--- src/rtl/bcd_time_editor.sv ---
// MM:SS time-set editor: synchronised push buttons edit a packed-BCD value
// under a one-hot cursor; a one-cycle finish pulse marks the end of an edit.
module bcd_time_editor #(
  parameter int MIN_TENS_MAX = 5,
  parameter int SEC_TENS_MAX = 5,
  parameter int UNITS_MAX    = 9
) (
  input  logic        clk,
  input  logic        reset,
  input  logic        enable,
  input  logic [15:0] load_value,
  input  logic        push_u,
  input  logic        push_d,
  input  logic        push_l,
  input  logic        push_r,
  output logic [15:0] num,
  output logic [3:0]  sel,
  output logic        editing,
  output logic        finish
);

  typedef enum logic [1:0] {IDLE = 2'd0, EDIT = 2'd1, COMMIT = 2'd2} state_t;

  state_t      state, state_next;
  logic [3:0]  sync_p0, sync_p1, hist_p2;
  logic [3:0]  press;
  logic [15:0] num_next;
  logic [3:0]  sel_next;
  logic        editing_next, finish_next;

  function automatic logic [3:0] digit_max(input int idx);
    case (idx)
      3:       return 4'(MIN_TENS_MAX);
      1:       return 4'(SEC_TENS_MAX);
      default: return 4'(UNITS_MAX);
    endcase
  endfunction

  function automatic logic [15:0] sanitise(input logic [15:0] v);
    logic [15:0] r;
    r = v;
    for (int i = 0; i < 4; i++)
      if (v[4*i +: 4] > digit_max(i)) r[4*i +: 4] = 4'd0;
    return r;
  endfunction

  function automatic logic [3:0] digit_inc(input logic [3:0] d, input logic [3:0] mx);
    return (d >= mx) ? 4'd0 : d + 4'd1;
  endfunction

  function automatic logic [3:0] digit_dec(input logic [3:0] d, input logic [3:0] mx);
    return (d == 4'd0 || d > mx) ? mx : d - 4'd1;
  endfunction

  // Button stage: two sync flops then a history flop; bit order {u,d,l,r}
  always_ff @(posedge clk or posedge reset) begin
    if (reset) begin
      sync_p0 <= 4'b0000;
      sync_p1 <= 4'b0000;
      hist_p2 <= 4'b0000;
    end else begin
      sync_p0 <= {push_u, push_d, push_l, push_r};
      sync_p1 <= sync_p0;
      hist_p2 <= sync_p1;
    end
  end

  assign press = sync_p1 & ~hist_p2;

  // State and registered outputs
  always_ff @(posedge clk or posedge reset) begin
    if (reset) begin
      state   <= IDLE;
      num     <= 16'h0000;
      sel     <= 4'b0000;
      editing <= 1'b0;
      finish  <= 1'b0;
    end else begin
      state   <= state_next;
      num     <= num_next;
      sel     <= sel_next;
      editing <= editing_next;
      finish  <= finish_next;
    end
  end

  always_comb begin
    state_next = state;
    case (state)
      IDLE:    if (enable)  state_next = EDIT;
      EDIT:    if (!enable) state_next = COMMIT;
      COMMIT:  state_next = IDLE;
      default: state_next = IDLE;
    endcase
  end

  // Output values for the next cycle; u > d > l > r, lower events dropped
  always_comb begin
    num_next     = num;
    sel_next     = 4'b0000;
    editing_next = (state_next == EDIT);
    finish_next  = (state_next == COMMIT);
    case (state)
      IDLE: begin
        if (enable) begin
          num_next = sanitise(load_value);
          sel_next = 4'b1000;
        end
      end
      EDIT: begin
        if (enable) begin
          sel_next = sel;
          if (press[3]) begin
            for (int i = 0; i < 4; i++)
              if (sel[i]) num_next[4*i +: 4] = digit_inc(num[4*i +: 4], digit_max(i));
          end else if (press[2]) begin
            for (int i = 0; i < 4; i++)
              if (sel[i]) num_next[4*i +: 4] = digit_dec(num[4*i +: 4], digit_max(i));
          end else if (press[1]) begin
            sel_next = {sel[2:0], sel[3]};
          end else if (press[0]) begin
            sel_next = {sel[0], sel[3:1]};
          end
        end
      end
      default: ;
    endcase
  end

endmodule

--- config.mk ---
export PLATFORM = sky130hd
export DESIGN_NAME = bcd_time_editor
export DESIGN_NICKNAME = d
export VERILOG_FILES = /design/src/rtl/bcd_time_editor.sv
export SDC_FILE = /design/constraint.sdc
export NUM_CORES = 1
export LEC_CHECK = 0
export CAP_MARGIN = 10
export CORE_ASPECT_RATIO = 0.9
export CORE_MARGIN = 4
export CORE_UTILIZATION = 45
export CTS_CLUSTER_DIAMETER = 150
export DETAILED_ROUTE_END_ITERATION = 16
export GPL_TIMING_DRIVEN = 0
export PLACE_DENSITY = 0.72
export SLEW_MARGIN = 20
export SYNTH_ARGS = -nofsm -noshare
export SYNTH_HDL_FRONTEND = slang
export SYNTH_SLANG_ARGS = --single-unit
--- constraint.sdc ---
create_clock -name clk -period 1.87 [get_ports clk]
set_input_delay 0.4675 -clock clk [delete_from_list [all_inputs] [get_ports clk]]
set_output_delay 0.4675 -clock clk [all_outputs]
set_load 0.05 [all_outputs]
---- Word-level counts from Yosys, hierarchy flattened ----
Index checks and enable logic that the tools add are counted.
storage, ports and cells
  logic and storage cells ................. 136
  register bits after elaboration ......... 36
  output and inout port bits .............. 22
operators by class
  reduce and logical (&&, ||, !) cells .... 15
  muxes and demuxes ....................... 71
  bitwise gates (word level) .............. 2
  order comparisons ....................... 12
  equality and inequality tests ........... 17
  $add $sub $neg .......................... 8
operators with widths
  cell                                               number
  2-to-1 mux 4 bit                                   62
  2-to-1 mux 16 bit                                  4
  != test 3 bit (second input constant)              11
  greater-than comparator 4 bit                      8
  one-hot mux 16 bit (2 select lines)                1
  AND reduction 6 bit                                4
  adder 4 x 1 -> 4 bit (second input constant)       4
  greater-or-equal comparator 4 bit                  4
  zero test 4 bit                                    4
  subtractor 4 x 1 -> 4 bit (second input constant)  4
  one-hot mux 4 bit (2 select lines)                 1
  bitwise AND 4 bit                                  1
  == test 2 x 1 -> 1 bit (second input constant)     2
  logical OR 1 bit                                   4
  2-to-1 mux 2 bit                                   2
  != test 2 bit (second input constant)              2
  != test 4 bit (second input constant)              1
  NOT 4 bit                                          1
  one-hot mux 2 bit (2 select lines)                 1
  AND reduction 3 bit                                1
  == test 2 bit (second input constant)              1
  zero test 2 bit                                    1
  nonzero test 2 bit                                 1

---- Longest topological paths before layout ----
Gate-level depths: netlist of run 1.
  depth in word-level cells ............... 14
  mapped depth ............................ 7

---- Worst setup path before layout of run 1 ----
Ideal clock, no wire load.
  path kind ............................... reg-to-reg
  start ................................... reg num[12]
  end ..................................... reg num[15]
  data required time ...................... 1.787 ns
  clock period less this slack ............ 1.987 ns
  arrival time ............................ 1.904 ns
  stages on the path, launching flop included .. 8
  path buffers ............................ 0
  path slack .............................. -0.117 ns
  library setup time ...................... 0.083 ns
  cell sequence ........................... dfrtp_1 > inv_1 > ha_1 > nor2b_1 > or3_1 > nor4_1 > a31oi_1 > o22ai_1
on the way
  word-level cells in the longest chain between the ends .. 8
RTL lines
  element                                                           line  source
  from (decl)                                                       16    output logic [15:0] num,
  from (signal assigned)                                            80    num <= num_next;
  greater-than comparator 4 bit or zero test 4 bit (tied branches)  52    return (d == 4'd0 || d > mx) ? mx : d - 4'd1;
  logical OR 1 bit                                                  52
  2-to-1 mux 4 bit                                                  52
  2-to-1 mux 4 bit                                                  118   if (sel[i]) num_next[4*i +: 4] = digit_dec(num[4*i +: 4], digit_max(i));
  2-to-1 mux 16 bit                                                 116   end else if (press[2]) begin
  2-to-1 mux 16 bit *                                               113   if (press[3]) begin
  2-to-1 mux 16 bit *                                               111   if (enable) begin
  one-hot mux 16 bit (2 select lines) *                             103   case (state)
Mark *: on every way between the ends. The rest lies on a longest branch, timed or not. The select of a mux whose other input is x is not followed.
A chain may end at the register's enable or synchronous reset.

---- Worst setup path after layout of run 1 ----
  start ................................... reg num[14]
  end ..................................... out num[14]
No word-level cell between the ends.

==> results of run 1 <==
-- area by class of cell --
type	instances	area (sq um)	share of cell area
inverters	20	75.1	0.0258
multi-input cells	178	1250	0.430
repair buffers	48	442	0.152
plain buffers	9	42.5	0.0146
flip-flops and latches	36	911	0.313
well taps	62	77.6	0.0267
clock buffers	5	68.8	0.0237
clock inverters	3	42.5	0.0146
-- worst max path at each step --
stage	start	endpoint	slack [ns]	depth (start not counted)
2_1_floorplan	num[9]$_DFFE_PP0P_	num[8]$_DFFE_PP0P_	0.006	6
3_3_place_gp	enable	num[5]$_DFFE_PP0P_	-0.36	5
3_5_place_dp	enable	num[2]$_DFFE_PP0P_	-0.39	5
4_1_cts	hist_p2[2]$_DFF_PP0_	num[5]$_DFFE_PP0P_	0.02	5
5_1_grt	num[12]$_DFFE_PP0P_	num[15]$_DFFE_PP0P_	-0.04	7
6_report	num[14]$_DFFE_PP0P_	num[14]	0.04	1
-- Yosys cell counts (2+ instances only) --
library cell	count
sky130_fd_sc_hd__o21ai_0	14
sky130_fd_sc_hd__mux2i_1	4
sky130_fd_sc_hd__o211ai_1	5
sky130_fd_sc_hd__nor3_1	6
sky130_fd_sc_hd__clkbuf_1	6
sky130_fd_sc_hd__a221o_1	2
sky130_fd_sc_hd__nor4b_1	2
sky130_fd_sc_hd__nor4_1	2
sky130_fd_sc_hd__o22ai_1	5
sky130_fd_sc_hd__nand3_1	6
sky130_fd_sc_hd__a21oi_1	25
sky130_fd_sc_hd__nand2b_1	5
sky130_fd_sc_hd__a32oi_1	2
sky130_fd_sc_hd__o31ai_1	6
sky130_fd_sc_hd__nor2_1	20
sky130_fd_sc_hd__ha_1	12
sky130_fd_sc_hd__nor2b_1	5
sky130_fd_sc_hd__nor3b_1	4
sky130_fd_sc_hd__nor4bb_1	2
sky130_fd_sc_hd__a31oi_1	8
sky130_fd_sc_hd__buf_2	2
sky130_fd_sc_hd__dfrtp_1	36
sky130_fd_sc_hd__a211oi_1	6
sky130_fd_sc_hd__nand2_1	11
sky130_fd_sc_hd__inv_1	20
sky130_fd_sc_hd__or3_1	2
sky130_fd_sc_hd__o21bai_1	2
-- per-stage QoR --
stage	util	instance area [sq um]	hold slack (ns)	setup slack, ns
after global routing	0.636	2910	0.366	-0.0410
after detailed placement	0.592	2710	0.336	-0.392
after global placement	0.592	2710	0.331	-0.359
after CTS	0.616	2820	0.353	0.0226
after floorplan	-	2190	0.331	0.00567
final	0.636	2910	0.350	0.0441
-- sequential cells by signal, indices dropped and copies added, names as in the netlist --
signal / count
finish: 1
editing: 1
sync_p0: 4
sel: 4
sync_p1: 4
state: 2
num: 16
hist_p2: 4
-- routing by layer --
layer / share of wire / up-vias / GRT usage
li1: - / 1008 / -
met1: 0.47 / 996 / 0.277
met2: 0.45 / 86 / 0.293
met3: 0.071 / 12 / 0.0472
met4: 0.017 / 0 / 0.0619
met5: 0 / - / 0
-- cell families (layout without fill, tap and decap cells) --
logic type	count (synthesis)	after routing	share of synthesized area
buf+inv	29	85	0.0510
flops	36	36	0.413
simple gates	74	74	0.185
fa+ha+maj	12	12	0.0688
xor+xnor	2	2	0.00802
compound gates	86	86	0.257
mux	4	4	0.0183
-- power groups by stage --
stage | combinational [mW] | sequential, mW | clock, mW
3_3_place_gp | 1.14 | 1.00 | 0
4_1_cts | 1.11 | 0.991 | 0.698
5_1_grt | 1.29 | 1.01 | 0.743
2_1_floorplan | 0.565 | 1.24 | 0
3_5_place_dp | 1.15 | 1.01 | 0
6_report | 1.18 | 0.996 | 0.692
-- what timing repair did --
| action | in CTS | in global routing |
|---|---|---|
| endpoints found under the setup margin | 34 | 12 |
| gates resized for setup | 29 | 20 |
| hold buffers | 0 | 0 |
| pin swaps | 1 | 3 |
| buffers inserted | 1 | 3 |
==> results, run 1 <==
- Of the total power, the share spent switching nets is 0.407.
- The clock share of power is 0.241.
- The clock insertion delay at the later pin of the skew report is 0.29 ns.
- In the post-synthesis netlist, the biggest area contributors are sky130_fd_sc_hd__dfrtp_1, sky130_fd_sc_hd__ha_1, sky130_fd_sc_hd__a21oi_1.
- The total inserted antenna cells is 0.
- The cell-internal power is 1.70 mW.
- The residual DRC count is 0.
- For the pin with the worst max-slew slack, the measured transition is about 0.77 ns.
- The deepest clock path buffer count is 2.
- For this run, the number of Yosys warnings is 0.
- The post-synthesis sequential element count is 36.
- Yosys mapped a number of flops with a built-in enable equal to 0.
- The routed design has ~5.6 mm of wire.
- The maximum fanout count along the critical path is 7.
- The initial cell density of the core is 0.477.
- The data arrival at the endpoint of the critical path is between 1 and 1.5 ns.
- The mean number of vias per cell is 5.82.
- The worst-path cell with the longest stage delay is sky130_fd_sc_hd__dlygate4sd2_1.
- The number of antenna violations at the first check in global routing is 0.
- Of the synthesized area, sequential elements account for 0.413.
- The cell count after placement is roughly 350.
- In the layout the commonest cells are sky130_fd_sc_hd__dfrtp_1, sky130_fd_sc_hd__dlygate4sd2_1, sky130_fd_sc_hd__a21oi_1.
- The full die area is a little over 6000 sq um.
- Leaving out fill and tap cells, the most frequent cell in the layout is sky130_fd_sc_hd__dfrtp_1.
- The critical path goes through dlygate4sd2_1.
- The detailed-route wire length per cell is approximately 15 microns.
- The post-route non-filler standard cell count is 361.
- Clock-pin slew was measured on the worst setup and hold paths at 0.08 ns.
- The number of hold violations in the final report came to 0.
- The upper clock frequency limit is between 500 and 600 MHz.
- From left edge to right edge, the die measures just over 80 microns.
- The number of nets in the synthesized netlist is 278.
- The overflow left after global routing is 0.
- The worst hold path begins at sync_p0[0]$_DFF_PP0_.
- The end point of the worst hold path is sync_p1[0]$_DFF_PP0_.
- The count of cell types in the netlist is 50.
- The most used flip-flop cell after synthesis is sky130_fd_sc_hd__dfrtp_1.
- The post-synthesis average cell area is 8.98 sq um.
- In this run the critical register-to-register path is captured at num[15]$_DFFE_PP0P_.
- The core region is 4580 sq um.
- In this run the register-to-register setup slack is approximately 0.050 ns.
- The part of the total power dissipated in combinational logic is 0.412.
- The total power per unit cell area is 986 nW/um^2.
- IR analysis of the VDD net gives a maximum drop of about 0.00066 V.
- The via count of the first global-routing pass is just under 2,000.
- STA classifies the critical path endpoint as a primary output.
- The cell chosen for the clock root is sky130_fd_sc_hd__clkbuf_8.
- Total power for the finished layout comes to 2.87 mW.
- The number of sinks on the clock net is 36.
- The leakage power is 1.25 nW.
- The worst-case headroom to the max-slew limit is 0.489.
- In the synthesized netlist the async set-or-reset flop fraction comes to 1.00.
- Clock tree synthesis inserted a total of 5 buffers.
- The largest incremental delay on the critical path is 0.57 ns.
- In this run the critical register-to-register path is launched from num[12]$_DFFE_PP0P_.
- The final clock period utilization by the worst path is 0.976.
- The first global-routing pass estimated around 9.1 mm of wire.
- The vias after detailed routing is between 2,000 and 2,500.
- The largest area contributor in the synthesized netlist is sky130_fd_sc_hd__dfrtp_1.
- The cell count after synthesis is 243.
- The detailed-placement wirelength estimate is about 3.9 mm.
- Setup violations remaining at the end of the flow were counted as 0.
- The global placer's final weighted congestion is between 0.8 and 0.9.
- The share of synthesized area in the top cell type comes to 0.413.
- The pin count of the biggest net entering global routing is 37.
- The number of buffers and inverters on the critical path is 1.
- After synthesis the cells add up to around 2200 sq um.
- The detailed router finished its first iteration with between 100 and 150 violations.
- The tool flagged a number of max-cap violations equal to 0.
- TritonCTS built the clock tree.
- At the worst endpoint, the required time is ~1.4 ns.
- The count of pins over their slew limit is 0.
- The analysis attributes to net switching a power of ~1.2 mW.
- The share of total power in sequential cells is 0.347.
- The number of cells on the worst hold path is 0.
- On the final layout, the worst clock skew is between 0.003 and 0.004 ns.
- The family of cells with the greatest summed delay on the critical path is buffers and inverters.
- The number of top-level design ports is between 40 and 50.
- The area growth from synthesis to layout is 33.2%.
- From bottom edge to top edge, the die measures 74.1 microns.
- After the last flow step, the layout net total stands at around 330.
- The row count is 23.
- In this run the remaining antenna-violating nets after routing total 0.
- In the global route stage, overall resource usage came out at 0.195.
- The H-tree level count is 2.
- The worst hold path belongs to the class register to register.
- The worst reg2reg path depth is 7.
- The clock period could shrink to ~1.8 ns.
- The first detailed-routing pass took 5 iterations.
- The setup path with the least slack is of type register to primary output.
- The layout has about 420 filler cells.
- The layout cell share with drive strength beyond 1 is 0.140.
- The flow ran to the end, and the final reports show no timing, DRC or antenna violations.
- Summed over all failing endpoints, the final setup total negative slack is 0 ns.
- The worst setup path is launched from a register.
- Port buffering added 44 buffers.
No activity file was read; power rests on OpenSTA's default activity.
==> inputs of run 2 (changes only) <==
--- a/config.mk
+++ b/config.mk
@@ -8,11 +8,11 @@
 export CAP_MARGIN = 10
 export CORE_ASPECT_RATIO = 0.9
 export CORE_MARGIN = 4
-export CORE_UTILIZATION = 45
+export CORE_UTILIZATION = 30
 export CTS_CLUSTER_DIAMETER = 150
 export DETAILED_ROUTE_END_ITERATION = 16
 export GPL_TIMING_DRIVEN = 0
-export PLACE_DENSITY = 0.72
+export PLACE_DENSITY = 0.53
 export SLEW_MARGIN = 20
 export SYNTH_ARGS = -nofsm -noshare
 export SYNTH_HDL_FRONTEND = slang
==> run 2 against run 1 <==
Setup slack better by 0.0090 ns; critical path type unchanged; fmax grew 0.50%; non-clock buffer count rose by 6; critical endpoint is now num[12]; highest routed layer unchanged.
==> results, run 2 (synthesis gave the netlist of run 1 again) <==
- num holds more flip-flops than any other register.
- The register with the most flip-flops in the layout has 16 of them.
- The required time of the worst setup path is ~1.4 ns.
- In this run the clock root is driven by a sky130_fd_sc_hd__clkbuf_8.
- The maximum fanout count along the critical path is 6.
- For this run, the slowest stage of the critical path takes 0.52 ns.
- For this run, global-route usage on met3 was measured as 0.0335.
- The aggregate global-route resource usage is 0.137.
- The first global-routing pass estimated 9.47 mm of wire.
- The full die area is approximately 8700 sq um.
- The global-route met1 utilization is 0.177.
- The sequential cells in the finished layout cover a total of about 900 sq um.
- Setup violations remaining at the end of the flow were counted as 0.
- The detailed-route wire length is approximately 5.9 mm.
- The clock tree from TritonCTS is yes.
- The post-route minimum period is ~1.8 ns.
- The post-layout net count is 339.
- The deepest clock path buffer count is 2.
- The area occupied by multi-input gates is ~1200 sq um.
- The endpoint kind of the worst setup timing path is a primary output.
- The detailed-placement wirelength estimate is roughly 4.2 mm.
- The minimum setup slack among reg-to-reg paths is 0.06 ns.
- The number of placed instances, taps included, is 381.
- The residual DRC count is 0.
- The number of sinks on the clock net is 36.
- The H-tree was split into 2 levels.
- The total power per unit cell area is 962 nW/um^2.
- TritonCTS created 5 clock buffers.
- The number of fillers in the final layout is just over 700.
- The count of routing violations after the opening detailed-route iteration is between 100 and 150.
- The flow ran to the end, and the final reports show no timing, DRC or antenna violations.
- After global routing, the most crowded layer is met2.
- The critical path starts at num[12]$_DFFE_PP0P_.
- In this run the critical register-to-register path is launched from state[1]$_DFF_PP0_.
- The mean number of vias per cell is around 5.2.
- In the layout the commonest cells are sky130_fd_sc_hd__dfrtp_1, sky130_fd_sc_hd__a21oi_1, sky130_fd_sc_hd__dlygate4sd2_1.
- The floorplan step set the die width to 97.9 microns.
- The via count of the first global-routing pass is about 2,000.
- The clock reaches the later pin of the worst-skew pair after roughly 0.30 ns.
- The count of buffers added on input and output ports is between 40 and 50.
- Walking the worst path, the cells encountered are buf_4 -> dlygate4sd2_1.
- At the end of routability-driven placement, the weighted congestion stood at ~0.86.
- The vias after detailed routing is between 2,000 and 2,500.
- The classification of the worst setup path is register to primary output.
- For met2 alone, demand over resource in global routing was 0.224.
- The final worst clock skew is roughly 0.01 ns.
- The worst min-delay path class is register to register.
- The worst reg2reg path depth is 5.
- The nature of the critical path startpoint is a register.
- The pin count of the biggest net entering global routing is 21.
- Summed over all cells, the static leakage comes to 1.28 nW.
- The number of hold violations in the final report is 0.
- The die boundary height is 88.9 microns.
- The layout cell share with drive strength beyond 1 is 0.141.
- After detailed routing, the average wire length per cell comes to 14.8 microns.
- The final clock period utilization by the worst path is 0.972.
- The endpoint of the lowest-slack register-to-register path is num[5]$_DFFE_PP0P_.
- 0 antenna diodes ended up in the layout.
- The first TritonRoute pass finished after 4 iterations.
- The most critical setup path has its endpoint at num[12].
- The final design utilization is 0.419.
- For the pin with the worst max-slew slack, the measured transition is 0.532 ns.
- The region available for standard cell placement spans 7080 sq um.
- The worst-case headroom to the max-slew limit is 0.645.
- Clock-pin slew was measured on the worst setup and hold paths at 0.07 ns.
- Derived from the worst setup path, the maximum achievable clock frequency is roughly 550 MHz.
- From synthesis to final layout, the design area changed by 35.9%.
- After layout, the design draws a total of ~2.9 mW.
- The number of antenna violations at the first check in global routing is 0.
- The most common library cell in the layout ignoring fill and taps is sky130_fd_sc_hd__dfrtp_1.
- The initial utilization of the core area, before any placement, comes to 0.309.
- The post-route non-filler standard cell count is 398.
- The data arrival at the endpoint of the critical path is about 1.4 ns.
- The worst-path cell with the longest stage delay is sky130_fd_sc_hd__dlygate4sd2_1.
- The total overflow left after global routing is 0.
- The max capacitance violation total is 0.
- The count of pins over their slew limit is 0.
- The post-route antenna net violation count is 0.
- The maximum vdd ir drop is 0.000453 V.
- The number of top-level design ports is 45.
- The row count is 29.
run 2: cell types whose count changed in the layout (fill, tap and decap cells not counted), sizes merged:
cell	delta
buf	+6
clkbuf	+1
clkdlybuf4s15	+1
clkinvlp	-1
dlygate4sd2	-1
run 2: final cells by class:
type                    count  area share
multi-input cells         178       0.408
flip-flops and latches     36       0.306
repair buffers             54       0.171
well taps                  93      0.0392
inverters                  20      0.0253
clock buffers               6      0.0245
plain buffers               9      0.0139
clock inverters             2      0.0118
run 2: worst min-delay path by stage:
stage,start,endpoint,slack [ns],cells past startpoint
floorplan,sync_p0[0]$_DFF_PP0_,sync_p1[0]$_DFF_PP0_,0.33,0
global placement,sync_p0[1]$_DFF_PP0_,sync_p1[1]$_DFF_PP0_,0.33,0
detailed placement,sync_p0[0]$_DFF_PP0_,sync_p1[0]$_DFF_PP0_,0.33,0
CTS,sync_p0[0]$_DFF_PP0_,sync_p1[0]$_DFF_PP0_,0.35,0
global route,sync_p0[0]$_DFF_PP0_,sync_p1[0]$_DFF_PP0_,0.36,0
finish,sync_p0[0]$_DFF_PP0_,sync_p1[0]$_DFF_PP0_,0.35,0
run 2: metrics by stage:
step           TNS, ns  cell area, sq um  setup slack (ns)  hold WS [ns]
5_1_grt        -0.0303              2970           -0.0163         0.360
2_1_floorplan        0              2190           0.00567         0.331
4_1_cts              0              2870            0.0159         0.351
3_3_place_gp    -16.20              2750            -0.436         0.332
3_5_place_dp     -4.32              2780            -0.421         0.335
6_report             0              2970            0.0531         0.350
run 2: routing by layer:
metal / share of wire / vias to the layer above
li1: - / 1023
met1: 0.48 / 999
met2: 0.46 / 47
met3: 0.046 / 9
met4: 0.017 / 0
met5: 0 / -
run 2: where the power goes:
part           total (mW)  switching, mW  leakage (nW)  internal [mW]
Clock               0.698          0.302        0.0552          0.396
Combinational        1.16          0.731         0.791          0.432
Sequential          0.992          0.121         0.432          0.871
Total                2.85           1.15          1.28           1.70
run 2: repair_timing:
| item | 4_1_cts | 5_1_grt |
|---|---|---|
| buffers inserted | 0 | 9 |
| hold buffers | 0 | 0 |
| pin swaps | 0 | 3 |
| gates resized for setup | 28 | 13 |
| endpoints found under the setup margin | 34 | 17 |
run 2: critical path, delay by kind of cell, from the launching register on:
| family | cells | cell delay, ns |
|---|---|---|
| buffers and inverters | 2 | 0.65 |
| flip-flops | 1 | 0.42 |
